`src/rtl/bm_mult_acc_unit.sv`:
```
// bm_mult_acc_unit: GF(2) bitmatrix multiply-accumulate over k_eff beats per frame.
// Defining BM_ACC_IN_REG_EN inserts an input register stage, so each product is accumulated one cycle after its beat is accepted.
module bm_mult_acc_unit #(
  parameter int K_MAX = 128,
  parameter int K_MIN = 2,
  parameter int W = 4,
  parameter int PACKET_LENGTH = 2,
  parameter int CNT_W = $clog2(K_MAX + 1)
) (
  input  logic                                clk,
  input  logic                                rst,
  input  logic [CNT_W-1:0]                    k_cfg,
  input  logic                                in_valid,
  output logic                                in_ready,
  input  logic [W-1:0][W-1:0]                 bitmatrix_cols,
  input  logic [W-1:0][PACKET_LENGTH-1:0]     data_packet,
  output logic                                out_valid,
  input  logic                                out_ready,
  output logic [W-1:0][PACKET_LENGTH-1:0]     out_packet,
  output logic                                busy
);
  typedef enum logic [1:0] {IDLE, ACCUM, OUT} state_t;
  localparam logic [CNT_W-1:0] KMIN_C = CNT_W'(K_MIN);
  localparam logic [CNT_W-1:0] KMAX_C = CNT_W'(K_MAX);
  state_t state_q, state_d;
  logic [CNT_W-1:0] cnt_q, cnt_d, cnt_nxt, keff_q, keff_d, k_clamp, k_cur;
  logic [W-1:0][PACKET_LENGTH-1:0] acc_q, acc_d, prod, op_data;
  logic [W-1:0][W-1:0] op_cols;
  logic accept, acc_en, acc_first, frame_done;

  assign accept = in_valid && in_ready;
  assign cnt_nxt = cnt_q + 1'b1;
  assign k_clamp = k_cfg < KMIN_C ? KMIN_C : (k_cfg > KMAX_C ? KMAX_C : k_cfg);
  assign k_cur = state_q == IDLE ? k_clamp : keff_q;
  assign out_valid = state_q == OUT;
  assign busy = state_q != IDLE;
  assign out_packet = acc_q;

`ifdef BM_ACC_IN_REG_EN
  logic v_q, first_q, last_q;
  logic [W-1:0][W-1:0] cols_q;
  logic [W-1:0][PACKET_LENGTH-1:0] data_q;
  assign in_ready = state_q != OUT && !(v_q && last_q);
  assign op_cols = cols_q;
  assign op_data = data_q;
  assign acc_en = v_q;
  assign acc_first = first_q;
  assign frame_done = v_q && last_q;
  // capture the accepted beat and its frame position for accumulation next cycle
  always_ff @(posedge clk) begin
    if (rst) begin
      v_q <= 1'b0;
      first_q <= 1'b0;
      last_q <= 1'b0;
      cols_q <= '0;
      data_q <= '0;
    end else begin
      v_q <= accept;
      if (accept) begin
        first_q <= state_q == IDLE;
        last_q <= cnt_nxt == k_cur;
        cols_q <= bitmatrix_cols;
        data_q <= data_packet;
      end
    end
  end
`else
  assign in_ready = state_q != OUT;
  assign op_cols = bitmatrix_cols;
  assign op_data = data_packet;
  assign acc_en = accept;
  assign acc_first = state_q == IDLE;
  assign frame_done = accept && cnt_nxt == k_cur;
`endif

  // product row j is the XOR of the data chunks selected by column j
  always_comb begin
    prod = '0;
    for (int j = 0; j < W; j++)
      for (int i = 0; i < W; i++)
        prod[j] = prod[j] ^ (op_data[i] & {PACKET_LENGTH{op_cols[j][i]}});
  end

  // next-state: count accepted beats, accumulate products, hold result until drained
  always_comb begin
    state_d = state_q == OUT ? (out_ready ? IDLE : OUT) : (frame_done ? OUT : (accept ? ACCUM : state_q));
    cnt_d = (state_q == OUT && out_ready) ? '0 : (accept ? cnt_nxt : cnt_q);
    keff_d = accept ? k_cur : keff_q;
    acc_d = acc_en ? (acc_first ? prod : acc_q ^ prod) : acc_q;
  end

  // state, counter, frame length and accumulator registers
  always_ff @(posedge clk) begin
    if (rst) begin
      state_q <= IDLE;
      cnt_q <= '0;
      keff_q <= KMIN_C;
      acc_q <= '0;
    end else begin
      state_q <= state_d;
      cnt_q <= cnt_d;
      keff_q <= keff_d;
      acc_q <= acc_d;
    end
  end
endmodule

```
`config.mk`:
```
export PLATFORM = sky130hd
export DESIGN_NAME = bm_mult_acc_unit
export DESIGN_NICKNAME = d
export VERILOG_FILES = /design/src/rtl/bm_mult_acc_unit.sv
export SDC_FILE = /design/constraint.sdc
export NUM_CORES = 1
export LEC_CHECK = 0
export ABC_CLOCK_PERIOD_IN_PS = 3800
export CELL_PAD_IN_SITES_DETAIL_PLACEMENT = 1
export CELL_PAD_IN_SITES_GLOBAL_PLACEMENT = 1
export CORE_UTILIZATION = 37
export DETAILED_ROUTE_END_ITERATION = 10
export PLACE_DENSITY = 0.82
export REMOVE_ABC_BUFFERS = 1
export SYNTH_ARGS = -nofsm -noshare
export SYNTH_HDL_FRONTEND = slang
export SYNTH_SLANG_ARGS = --single-unit
```
`constraint.sdc`:
```
create_clock -name clk -period 3.8 [get_ports clk]
set_clock_uncertainty 0.15 [all_clocks]
set_input_delay 0.76 -clock clk [delete_from_list [all_inputs] [get_ports clk]]
set_output_delay 0.76 -clock clk [all_outputs]
set_load 0.02 [all_outputs]
```
==> results.md, run 1 <==
- Sequential cell area fraction in the yosys report: 0.289
- Run status: finished, final reports clean
- Number of instances in the synthesized netlist: 244
- Quantity of hold-fixing buffers added after cts: 0
- Post-Syn Area per Cell: 7.37 um^2
- Type of the worst setup path: in -> reg
- H-Tree Depth: 1
- Per-cell routed wire length: 14.4 um
- Largest net degree at the start of global routing: 25
- HPWL Detailed: 3850 um
- Kind of capture point of the worst setup path: flop
- Netlist area before placement: about 1800 um^2
- Number of nets in the finished design: 326
- Arrival time reported for the critical path endpoint: about 2.9 ns
- Met1 routed wirelength after detailed routing: 2150 um
- I/O pin cnt: 47
- Fmax achieved: 358 MHz
- Cts bufs inserted: 3
- Count of clock tree sinks: 26
- Worst setup timing slack at the placement stage: 0.767 ns
- Post-detailed-route count of antenna-violating nets: 0
- Leakage power figure: around 0.00087 uW
- VDD IR max: 133 uV
- Highest metal layer used by the detailed router: met4
- Relative slew slack: 0.603
- Maximum fanout along the worst path: 12
- Worst Path Required: 3.87 ns
- Antenna Diode Count: 0
- # port buffers: 46
- Max-cap check violation count: 0
- Count of vias placed by the detailed router: ~1800
- Met2 wire length: 2430 um
- Final total negative setup slack: 0 ns
- Unique cell type count in the Yosys netlist: 37
- Clock slew at the register clock pins of the worst setup and hold paths: 0.08 ns
- DRC violation total after the first TritonRoute iteration: 66
- Number of enable flip-flop cells after synthesis: 0
- CP Launch Type: input pin
- Mean number of vias per cell: about 5.4
- Routed length on met3: 216 um
- Buffer levels on the longest clock path: 2
- Residual DRC: 0
- Setup slack of the worst register-to-register path: 1.60 ns
- Total global-route track usage: 0.196
- Starting Density: 0.399
- Standard-cell rows: 24
- Die outline height: roughly 72 um
- Final Hold Viols: 0
- Post-cts sizing count: 0
- Fin crit period: approximately 2.8 ns
- Class of the tightest hold or removal check: reg -> reg
- Worst-case setup margin in the final layout: 1.01 ns
- Share of post-route cells with drive strength above 1: 0.0383
- Total congestion overflow: 0
- Synth-to-Final Area Change: 30.3%
- Worst Hold Slack: between 0.3 and 0.4 ns
- Total core area: 4500 um^2
- Via count of the first global-routing pass: 1776
- Clock tree from TritonCTS: yes
- Number of setup violations in the final report: 0
- Slew @ Worst Pin: roughly 0.59 ns
- Clock latency of the later-clocked register in the worst-skew pair: 0.27 ns
- Final GP Congestion: 0.788
- Wire length of the first global-routing pass: a little under 8000 um
- Flops & latches, synth: 26
- RSZ-0062 raised after global routing: false
- TritonRoute pass-1 iters: 4
- Routed wire length: 4880 um
- Proportion of register bits with asynchronous set or reset after synthesis: 0
- Total cell area at the placement stage: 2300 um^2
- Period Utilization, post-route: 0.735
- CTS Root Buffer Type: sky130_fd_sc_hd__clkbuf_8
- DIE WIDTH: 71.7 um
- Power density of the placed cells: 310 nW/um^2
- Number of buffers inserted by post-CTS setup repair: 0
- Pins Over Slew Limit: 0
- Area enclosed by the die boundary: 5140 um^2
- Yosys warnings: 0
- Number of antenna violations at the first check in global routing: 0
- Design area: approximately 2300 um^2
- Flip-flop cell with the highest count after synthesis: sky130_fd_sc_hd__dfxtp_1
-- cells by family after synthesis --
group	synth area share
compound gates	0.166
mux	0.0292
buf+inv	0.0306
flops	0.289
fa+ha+maj	0.00696
simple gates	0.276
xor+xnor	0.203
-- metrics by stage --
step           total power (uW)  cells   util
6_report                    726    339  0.520
5_1_grt                     768    339  0.520
4_1_cts                     735    339  0.520
3_5_place_dp                579    336  0.511
3_3_place_gp                571    336  0.511
2_1_floorplan               465    235      -
-- path summary, 6_finish.rpt --
| check | startpoint | endpoint | depth (start not counted) |
|---|---|---|---|
| max | k_cfg[7] | state_q[1] | 7 |
| min | keff_q[4] | keff_q[4] | 2 |
| max reg2reg | state_q[1] | state_q[1] | 7 |
| min reg2reg | keff_q[4] | keff_q[4] | 2 |
-- power breakdown --
part / switching, uW / total, uW / internal, uW
Combinational: 130 / 259 / 128
Clock: 83.9 / 155 / 71.1
Sequential: 20.2 / 313 / 293
-- area by class of cell --
cell class / count / area [um^2]
repair buffers: 49 / 483
clock buffers: 3 / 41.3
multi-input cells: 206 / 1220
well taps: 52 / 65.1
inverters: 3 / 11.3
flip-flops and latches: 26 / 520
fillers: 571 / 2160
-- per-layer routing --
metal  track usage  vias to the layer above
li1              -                      910
met1         0.229                      850
met2         0.365                       47
met3        0.0295                        9
met4        0.0588                        0
met5             0                        -
-- cells in the final DEF, fill, tap and decap left out, drive strengths merged, types with 2 or more instances in the layout --
master,n
inv,3
nand4,2
xor2,14
nand3,5
buf,3
mux2,2
mux2i,3
nand2b,4
a22oi,8
dfxtp,26
and2,2
a21oi,13
nor4,2
a21o,3
nor2,21
clkdlybuf4s50,46
xnor2,25
nand3b,2
clkbuf,3
o21ai,21
nand2,62
nor2b,3
nor3,2
-- synth_stat cells (2+ instances only) --
library cell               number  area, um^2
sky130_fd_sc_hd__a21o_1         3        22.5
sky130_fd_sc_hd__a21oi_1       13        65.1
sky130_fd_sc_hd__a22oi_1        8        60.1
sky130_fd_sc_hd__buf_2          2        10.0
sky130_fd_sc_hd__clkbuf_1       6        22.5
sky130_fd_sc_hd__dfxtp_1       26         521
sky130_fd_sc_hd__inv_1          3        11.3
sky130_fd_sc_hd__mux2_2         2        22.5
sky130_fd_sc_hd__mux2i_1        3        30.0
sky130_fd_sc_hd__nand2_1       62         233
sky130_fd_sc_hd__nand2b_1       4        25.0
sky130_fd_sc_hd__nand3_1        5        25.0
sky130_fd_sc_hd__nand3b_1       2        15.0
sky130_fd_sc_hd__nand4_1        2        12.5
sky130_fd_sc_hd__nor2_1        21        78.8
sky130_fd_sc_hd__nor2b_1        3        18.8
sky130_fd_sc_hd__nor3_1         2        10.0
sky130_fd_sc_hd__o21ai_0       21         105
sky130_fd_sc_hd__xnor2_1       25         219
sky130_fd_sc_hd__xor2_1        14         123
-- state kept, by name, indices dropped and copies added (netlist names) --
| signal | count |
|---|---|
| out_packet | 8 |
| keff_q | 8 |
| cnt_q | 8 |
| state_q | 2 |
-- worst max-delay path, cell delays in order --
cell	delay, ns
sky130_fd_sc_hd__clkdlybuf4s50_1	0.66
sky130_fd_sc_hd__or3b_1	0.41
sky130_fd_sc_hd__a21o_1	0.18
sky130_fd_sc_hd__a211oi_1	0.24
sky130_fd_sc_hd__a31oi_1	0.09
sky130_fd_sc_hd__nor4_2	0.35
sky130_fd_sc_hd__o21ba_1	0.17
Power figures use the tool's default switching activity.
==> run 2: changes to the inputs <==
ABC_CLOCK_PERIOD_IN_PS = 2400   (was 3800)
CORE_UTILIZATION = 31   (was 37)
PLACE_DENSITY = 0.73   (was 0.82)
clock period = 2.4 ns   (was 3.8 ns; I/O delays follow)
==> results.md, run 2 (synthesis results as in run 1) <==
- Run status: finished, final reports clean (unchanged)
- DRC violation total after the first TritonRoute iteration: 47 (was 66)
- Worst Path Required: 2.43 ns (was 3.87 ns)
- # port buffers: 46 (unchanged)
- Total global-route track usage: 0.173 (was 0.196)
- Synth-to-Final Area Change: 38.1% (was 30.3%)
- Sw Ratio: 0.301 (was 0.323)
- Startpoint of the lowest-slack hold path: keff_q[3] (was keff_q[4])
- Buffer levels on the longest clock path: 2 (unchanged)
- Number of buffers inserted by post-CTS setup repair: 0 (unchanged)
- Routed wire length: 4990 um (was 4880 um)
- Max-cap check violation count: 0 (unchanged)
- Clock network fraction of design power: 0.289 (was 0.213)
- Area enclosed by the die boundary: 6110 um^2 (was 5140 um^2)
- Relative slew slack: 0.732 (was 0.603)
- Type of the worst setup path: in -> reg (unchanged)
- Slew @ Worst Pin: 0.401 ns (was 0.593 ns)
- Class of the tightest hold or removal check: reg -> reg (unchanged)
- Kind of capture point of the worst setup path: flop (unchanged)
- Clock latency of the later-clocked register in the worst-skew pair: 0.27 ns (about the same)
- Worst flop-to-flop path startpoint: state_q[1] (unchanged)
- Count of clock tree sinks: 26 (unchanged)
- Share of the core filled with cells: 0.448 (was 0.520)
- Worst setup timing slack at the placement stage: -0.201 ns (was 0.767 ns)
- NetSw: 389 uW (was 234 uW)
- Commonest non-fill, non-tap cell in the layout: sky130_fd_sc_hd__nand2_1 (unchanged)
- Highest-count cells in the layout ignoring fill and taps: 62 x sky130_fd_sc_hd__nand2_1, 46 x sky130_fd_sc_hd__clkdlybuf4s50_1, 26 x sky130_fd_sc_hd__dfxtp_1 (unchanged)
- Final Hold Viols: 0 (unchanged)
- Fraction of power consumed by combinational cells: 0.327 (was 0.356)
- Power density of the placed cells: 520 nW/um^2 (was 310 nW/um^2)
- CP startpoint: k_cfg[5] (was k_cfg[7])
- Internal cell power: 903 uW (was 492 uW)
- Maximum fanout along the worst path: 2 (was 12)
- Share of post-route cells with drive strength above 1: 0.0743 (was 0.0383)
- Post-detailed-route count of antenna-violating nets: 0 (unchanged)
- Total core area: 5540 um^2 (was 4500 um^2)
- CTS Root Buffer Type: sky130_fd_sc_hd__clkbuf_8 (unchanged)
- HPWL Detailed: 3980 um (was 3850 um)
- CP Launch Type: input pin (unchanged)
- Number of setup violations in the final report: 0 (unchanged)
- I/O pin cnt: 47 (unchanged)
- Arrival time reported for the critical path endpoint: 2.33 ns (was 2.86 ns)
- Die outline height: 78.2 um (was 71.7 um)
- Leakage power figure: 0.000926 uW (was 0.000869 uW)
- Via count of the first global-routing pass: 1860 (was 1776)
- Number of nets in the finished design: 334 (was 326)
- Count of vias placed by the detailed router: 1815 (was 1816)
- TritonRoute pass-1 iters: 4 (unchanged)
- Mean number of vias per cell: 4.93 (was 5.36)
- RSZ-0062 raised after global routing: false (unchanged)
- Fmax achieved: 434 MHz
- Clock slew at the register clock pins of the worst setup and hold paths: 0.10 ns (was 0.08 ns)
- Number of antenna violations at the first check in global routing: 0 (unchanged)
- Fraction of power consumed by sequential logic: 0.384 (was 0.431)
- Fin crit period: 2.30 ns
- Total congestion overflow: 0 (unchanged)
- Residual DRC: 0 (unchanged)
- DIE WIDTH: 78.2 um (was 71.7 um)
- Per-cell routed wire length: 13.6 um (was 14.4 um)
- Wire length of the first global-routing pass: 8450 um (was 7930 um)
- Largest net degree at the start of global routing: 20 (was 25)
- Antenna Diode Count: 0 (unchanged)
- Standard-cell rows: 27 (was 24)
- Final GP Congestion: 0.773 (was 0.788)
- Starting Density: 0.325 (was 0.399)
- Cts bufs inserted: 3 (unchanged)
- VDD IR max: 201 uV (was 133 uV)
- H-Tree Depth: 1 (unchanged)
- Clock tree from TritonCTS: yes (unchanged)
- Period Utilization, post-route: 0.959
- Pins Over Slew Limit: 0 (unchanged)
- Worst-case setup margin in the final layout: 0.0974 ns (was 1.01 ns)
-- run 2: changes by cell type in the layout (fill, tap and decap cells not counted), sizes merged --
cell	delta
buf	+8
bufinv	+1
-- run 2: final timing paths --
path                endpoint  slack, ns  depth (start not counted)
hold reg to reg    keff_q[3]       0.31                          2
setup reg to reg  state_q[1]       0.29                          6
setup / recovery  state_q[1]        0.1                          7
hold / removal     keff_q[3]       0.31                          2
-- run 2: what timing repair did --
action | CTS | global route
endpoints found under the setup margin | 0 | 1
resized for setup | 0 | 2
hold buffers | 0 | 0
-- run 2: critical path, stage by stage --
cell                              delay (ns)
sky130_fd_sc_hd__clkdlybuf4s50_1        0.48
sky130_fd_sc_hd__or4b_4                 0.46
sky130_fd_sc_hd__a22o_1                 0.24
sky130_fd_sc_hd__a21o_1                 0.19
sky130_fd_sc_hd__a31oi_2                0.21
sky130_fd_sc_hd__nor4_2                 0.08
sky130_fd_sc_hd__o21ba_1                0.18
-- run 2: per-layer routing --
layer	global-route usage	vias to the layer above	wire, um
met3	0.0372	5	243
met1	0.202	846	2230
met4	0.0278	0	33
li1	-	919	-
met2	0.324	45	2490
met5	0	-	0
-- run 2: final cells by class --
cell class	count	area [um^2]
fillers	706	3060
multi-input cells	206	1230
repair buffers	57	556
flip-flops and latches	26	520
well taps	72	90.1
clock buffers	3	41.3
clock inverters	1	30.0
inverters	3	11.3
-- run 2: power groups by stage --
stage,clock network [uW],registers (uW),logic [uW]
3_3_place_gp,0,505,416
5_1_grt,409,502,466
3_5_place_dp,0,505,425
4_1_cts,384,496,427
2_1_floorplan,0,521,216
6_report,373,496,423
-- run 2: per-stage QoR --
stage	TNS [ns]	cell area (um^2)	hold WS [ns]	cells	total power, uW
after floorplan	-0.366	1750	0.275	235	737
after global placement	-0.284	2400	0.291	364	921
after detailed placement	-0.356	2400	0.298	364	930
after CTS	0	2470	0.312	368	1310
after global routing	0	2480	0.337	368	1380
final	0	2480	0.312	368	1290
==> run 3: changes to the inputs <==
SETUP_SLACK_MARGIN = 0.5   (was unset)
==> results.md, run 3 (synthesis results as in run 1) <==
- Highest-count cells in the layout ignoring fill and taps: 62 x sky130_fd_sc_hd__nand2_1, 30 x sky130_fd_sc_hd__clkdlybuf4s50_1, 23 x sky130_fd_sc_hd__xnor2_1 (was 62 x sky130_fd_sc_hd__nand2_1, 46 x sky130_fd_sc_hd__clkdlybuf4s50_1, 26 x sky130_fd_sc_hd__dfxtp_1)
- Fmax achieved: 499 MHz (was 434 MHz)
- Total congestion overflow: 0 (unchanged)
- Clock tree from TritonCTS: yes (unchanged)
- Worst flop-to-flop path startpoint: state_q[0] (was state_q[1])
- Count of vias placed by the detailed router: 1852 (was 1815)
- Synth-to-Final Area Change: 43.0% (was 38.1%)
- Area enclosed by the die boundary: 6110 um^2 (unchanged)
- CTS Root Buffer Type: sky130_fd_sc_hd__clkbuf_8 (unchanged)
- Final Hold Viols: 0 (unchanged)
- Maximum fanout along the worst path: 7 (was 2)
- Standard-cell rows: 27 (unchanged)
- Die outline height: 78.2 um (unchanged)
- DRC violation total after the first TritonRoute iteration: 54 (was 47)
- Capture point of the worst reg-to-reg path: state_q[1] (unchanged)
- Kind of capture point of the worst setup path: flop (unchanged)
- Min-Delay Endpoint: keff_q[3] (unchanged)
- Post-detailed-route count of antenna-violating nets: 0 (unchanged)
- Clock network fraction of design power: 0.286 (was 0.289)
- Routed wire length: 5270 um (was 4990 um)
- VDD IR max: 209 uV (was 201 uV)
- Number of stages on the worst hold path: 2 (unchanged)
- Number of instances in the placed design: 364 (unchanged)
- Pins Over Slew Limit: 0 (unchanged)
- Fraction of power consumed by sequential logic: 0.381 (was 0.384)
- Slew @ Worst Pin: 0.315 ns (was 0.401 ns)
- Cts bufs inserted: 3 (unchanged)
- Worst path max stage delay: 0.51 ns (was 0.48 ns)
- Via count of the first global-routing pass: 1933 (was 1860)
- Total global-route track usage: 0.185 (was 0.173)
- # port buffers: 46 (unchanged)
- Leakage power figure: 0.00102 uW (was 0.000926 uW)
- Number of antenna violations at the first check in global routing: 0 (unchanged)
- Arrival time reported for the critical path endpoint: 2.03 ns (was 2.33 ns)
- Per-cell routed wire length: 14.1 um (was 13.6 um)
- Share of post-route cells with drive strength above 1: 0.166 (was 0.0743)
- Max-cap check violation count: 0 (unchanged)
- Buffer levels on the longest clock path: 2 (unchanged)
- HPWL Detailed: 3980 um (unchanged)
- Antenna Diode Count: 0 (unchanged)
- Clock slew at the register clock pins of the worst setup and hold paths: 0.10 ns (about the same)
- Fraction of power consumed by combinational cells: 0.333 (was 0.327)
- Power density of the placed cells: 505 nW/um^2 (was 520 nW/um^2)
- Setup slack of the worst register-to-register path: 0.39 ns (was 0.29 ns)
- Logic depth of the worst register-to-register path: 6 (unchanged)
- RSZ-0062 raised after global routing: true (was false)
- NetSw: 400 uW (was 389 uW)
- Number of nets in the finished design: 339 (was 334)
- Run status: finished, final reports clean (unchanged)
- Total core area: 5540 um^2 (unchanged)
- Mean number of vias per cell: 4.97 (was 4.93)
- DIE WIDTH: 78.2 um (unchanged)
- Final total negative setup slack: 0 ns (unchanged)
- Fin crit period: 2.01 ns (was 2.30 ns)
- Largest net degree at the start of global routing: 20 (unchanged)
- CP max stage cell: sky130_fd_sc_hd__or4b_4 (was sky130_fd_sc_hd__clkdlybuf4s50_1)
- Period Utilization, post-route: 0.836 (was 0.959)
- Final GP Congestion: 0.773 (unchanged)
- Residual DRC: 0 (unchanged)
- H-Tree Depth: 1 (unchanged)
- CP Launch Type: flop (was input pin)
- Worst Path Required: 2.42 ns (was 2.43 ns)
- Commonest non-fill, non-tap cell in the layout: sky130_fd_sc_hd__nand2_1 (unchanged)
- Relative slew slack: 0.790 (was 0.732)
- List of cells traversed by the critical path: or4b_4 > a22o_1 > a21o_1 > a31oi_2 > nor4_2 > o21ba_1 (was clkdlybuf4s50_1 > or4b_4 > a22o_1 > a21o_1 > a31oi_2 > nor4_2 > o21ba_1)
- Total power: 1300 uW (was 1290 uW)
- Clock latency of the later-clocked register in the worst-skew pair: 0.27 ns (about the same)
- I/O pin cnt: 47 (unchanged)
- Startpoint of the lowest-slack hold path: keff_q[3] (unchanged)
- Sw Ratio: 0.308 (was 0.301)
- Wire length of the first global-routing pass: 9010 um (was 8450 um)
- TritonRoute pass-1 iters: 4 (unchanged)
- Count of clock tree sinks: 26 (unchanged)
- Number of setup violations in the final report: 0 (unchanged)
- Worst Hold Slack: 0.314 ns (was 0.312 ns)
- Class of the tightest hold or removal check: reg -> reg (unchanged)
- Post-route non-filler standard cell count: 373 (was 368)
- Internal cell power: 898 uW (was 903 uW)
- Type of the worst setup path: reg -> reg (was in -> reg)
- Starting Density: 0.325 (unchanged)
run 3: area by class of cell:
type / instances / area [um^2]
well taps: 72 / 90.1
inverters: 3 / 11.3
repair buffers: 62 / 562
flip-flops and latches: 26 / 532
clock inverters: 1 / 30.0
clock buffers: 3 / 41.3
fillers: 694 / 2970
multi-input cells: 206 / 1310
run 3: power by group through the flow:
stage               sequential [uW]  clock, uW  combinational (uW)
finish                          495        372                 432
detailed placement              505          0                 425
CTS                             495        384                 427
global route                    501        405                 477
global placement                505          0                 416
floorplan                       521          0                 216
run 3: metal layers:
| layer | routed length [um] | share of wire | vias up | GRT usage |
|---|---|---|---|---|
| met3 | 230 | 0.044 | 4 | 0.0360 |
| met2 | 2670 | 0.51 | 47 | 0.351 |
| met5 | 0 | 0 | - | 0 |
| met1 | 2310 | 0.44 | 870 | 0.214 |
| li1 | - | - | 931 | - |
| met4 | 61 | 0.012 | 0 | 0.0370 |
run 3: worst max path at each step:
| stage | endpoint | cells after the start | start |
|---|---|---|---|
| after floorplan | state_q[1] | 7 | state_q[1] |
| after global placement | state_q[1] | 7 | k_cfg[5] |
| after detailed placement | state_q[1] | 7 | k_cfg[7] |
| after CTS | state_q[1] | 6 | state_q[0] |
| after global routing | state_q[1] | 6 | state_q[0] |
| final | state_q[1] | 6 | state_q[0] |
run 3: repair_timing:
item / in CTS / in global routing
buffers inserted: 5 / 0
resized for setup: 35 / 17
hold buffers: 0 / 0
pin swaps: 8 / 6
endpoints found under the setup margin: 14 / 14
run 3: worst max-delay path: cells and delay by family (launching register included):
kind / cells / cell delay, ns
and+or+nand+nor: 2 / 0.59
AOI/OAI and AO/OA: 4 / 0.79
DFF: 1 / 0.38
run 3: stage by stage:
step	setup slack, ns	util	instance area [um^2]
2_1_floorplan	-0.186	-	1750
3_3_place_gp	-0.168	0.433	2400
3_5_place_dp	-0.201	0.433	2400
4_1_cts	0.369	0.459	2540
5_1_grt	0.302	0.464	2570
6_report	0.395	0.464	2570
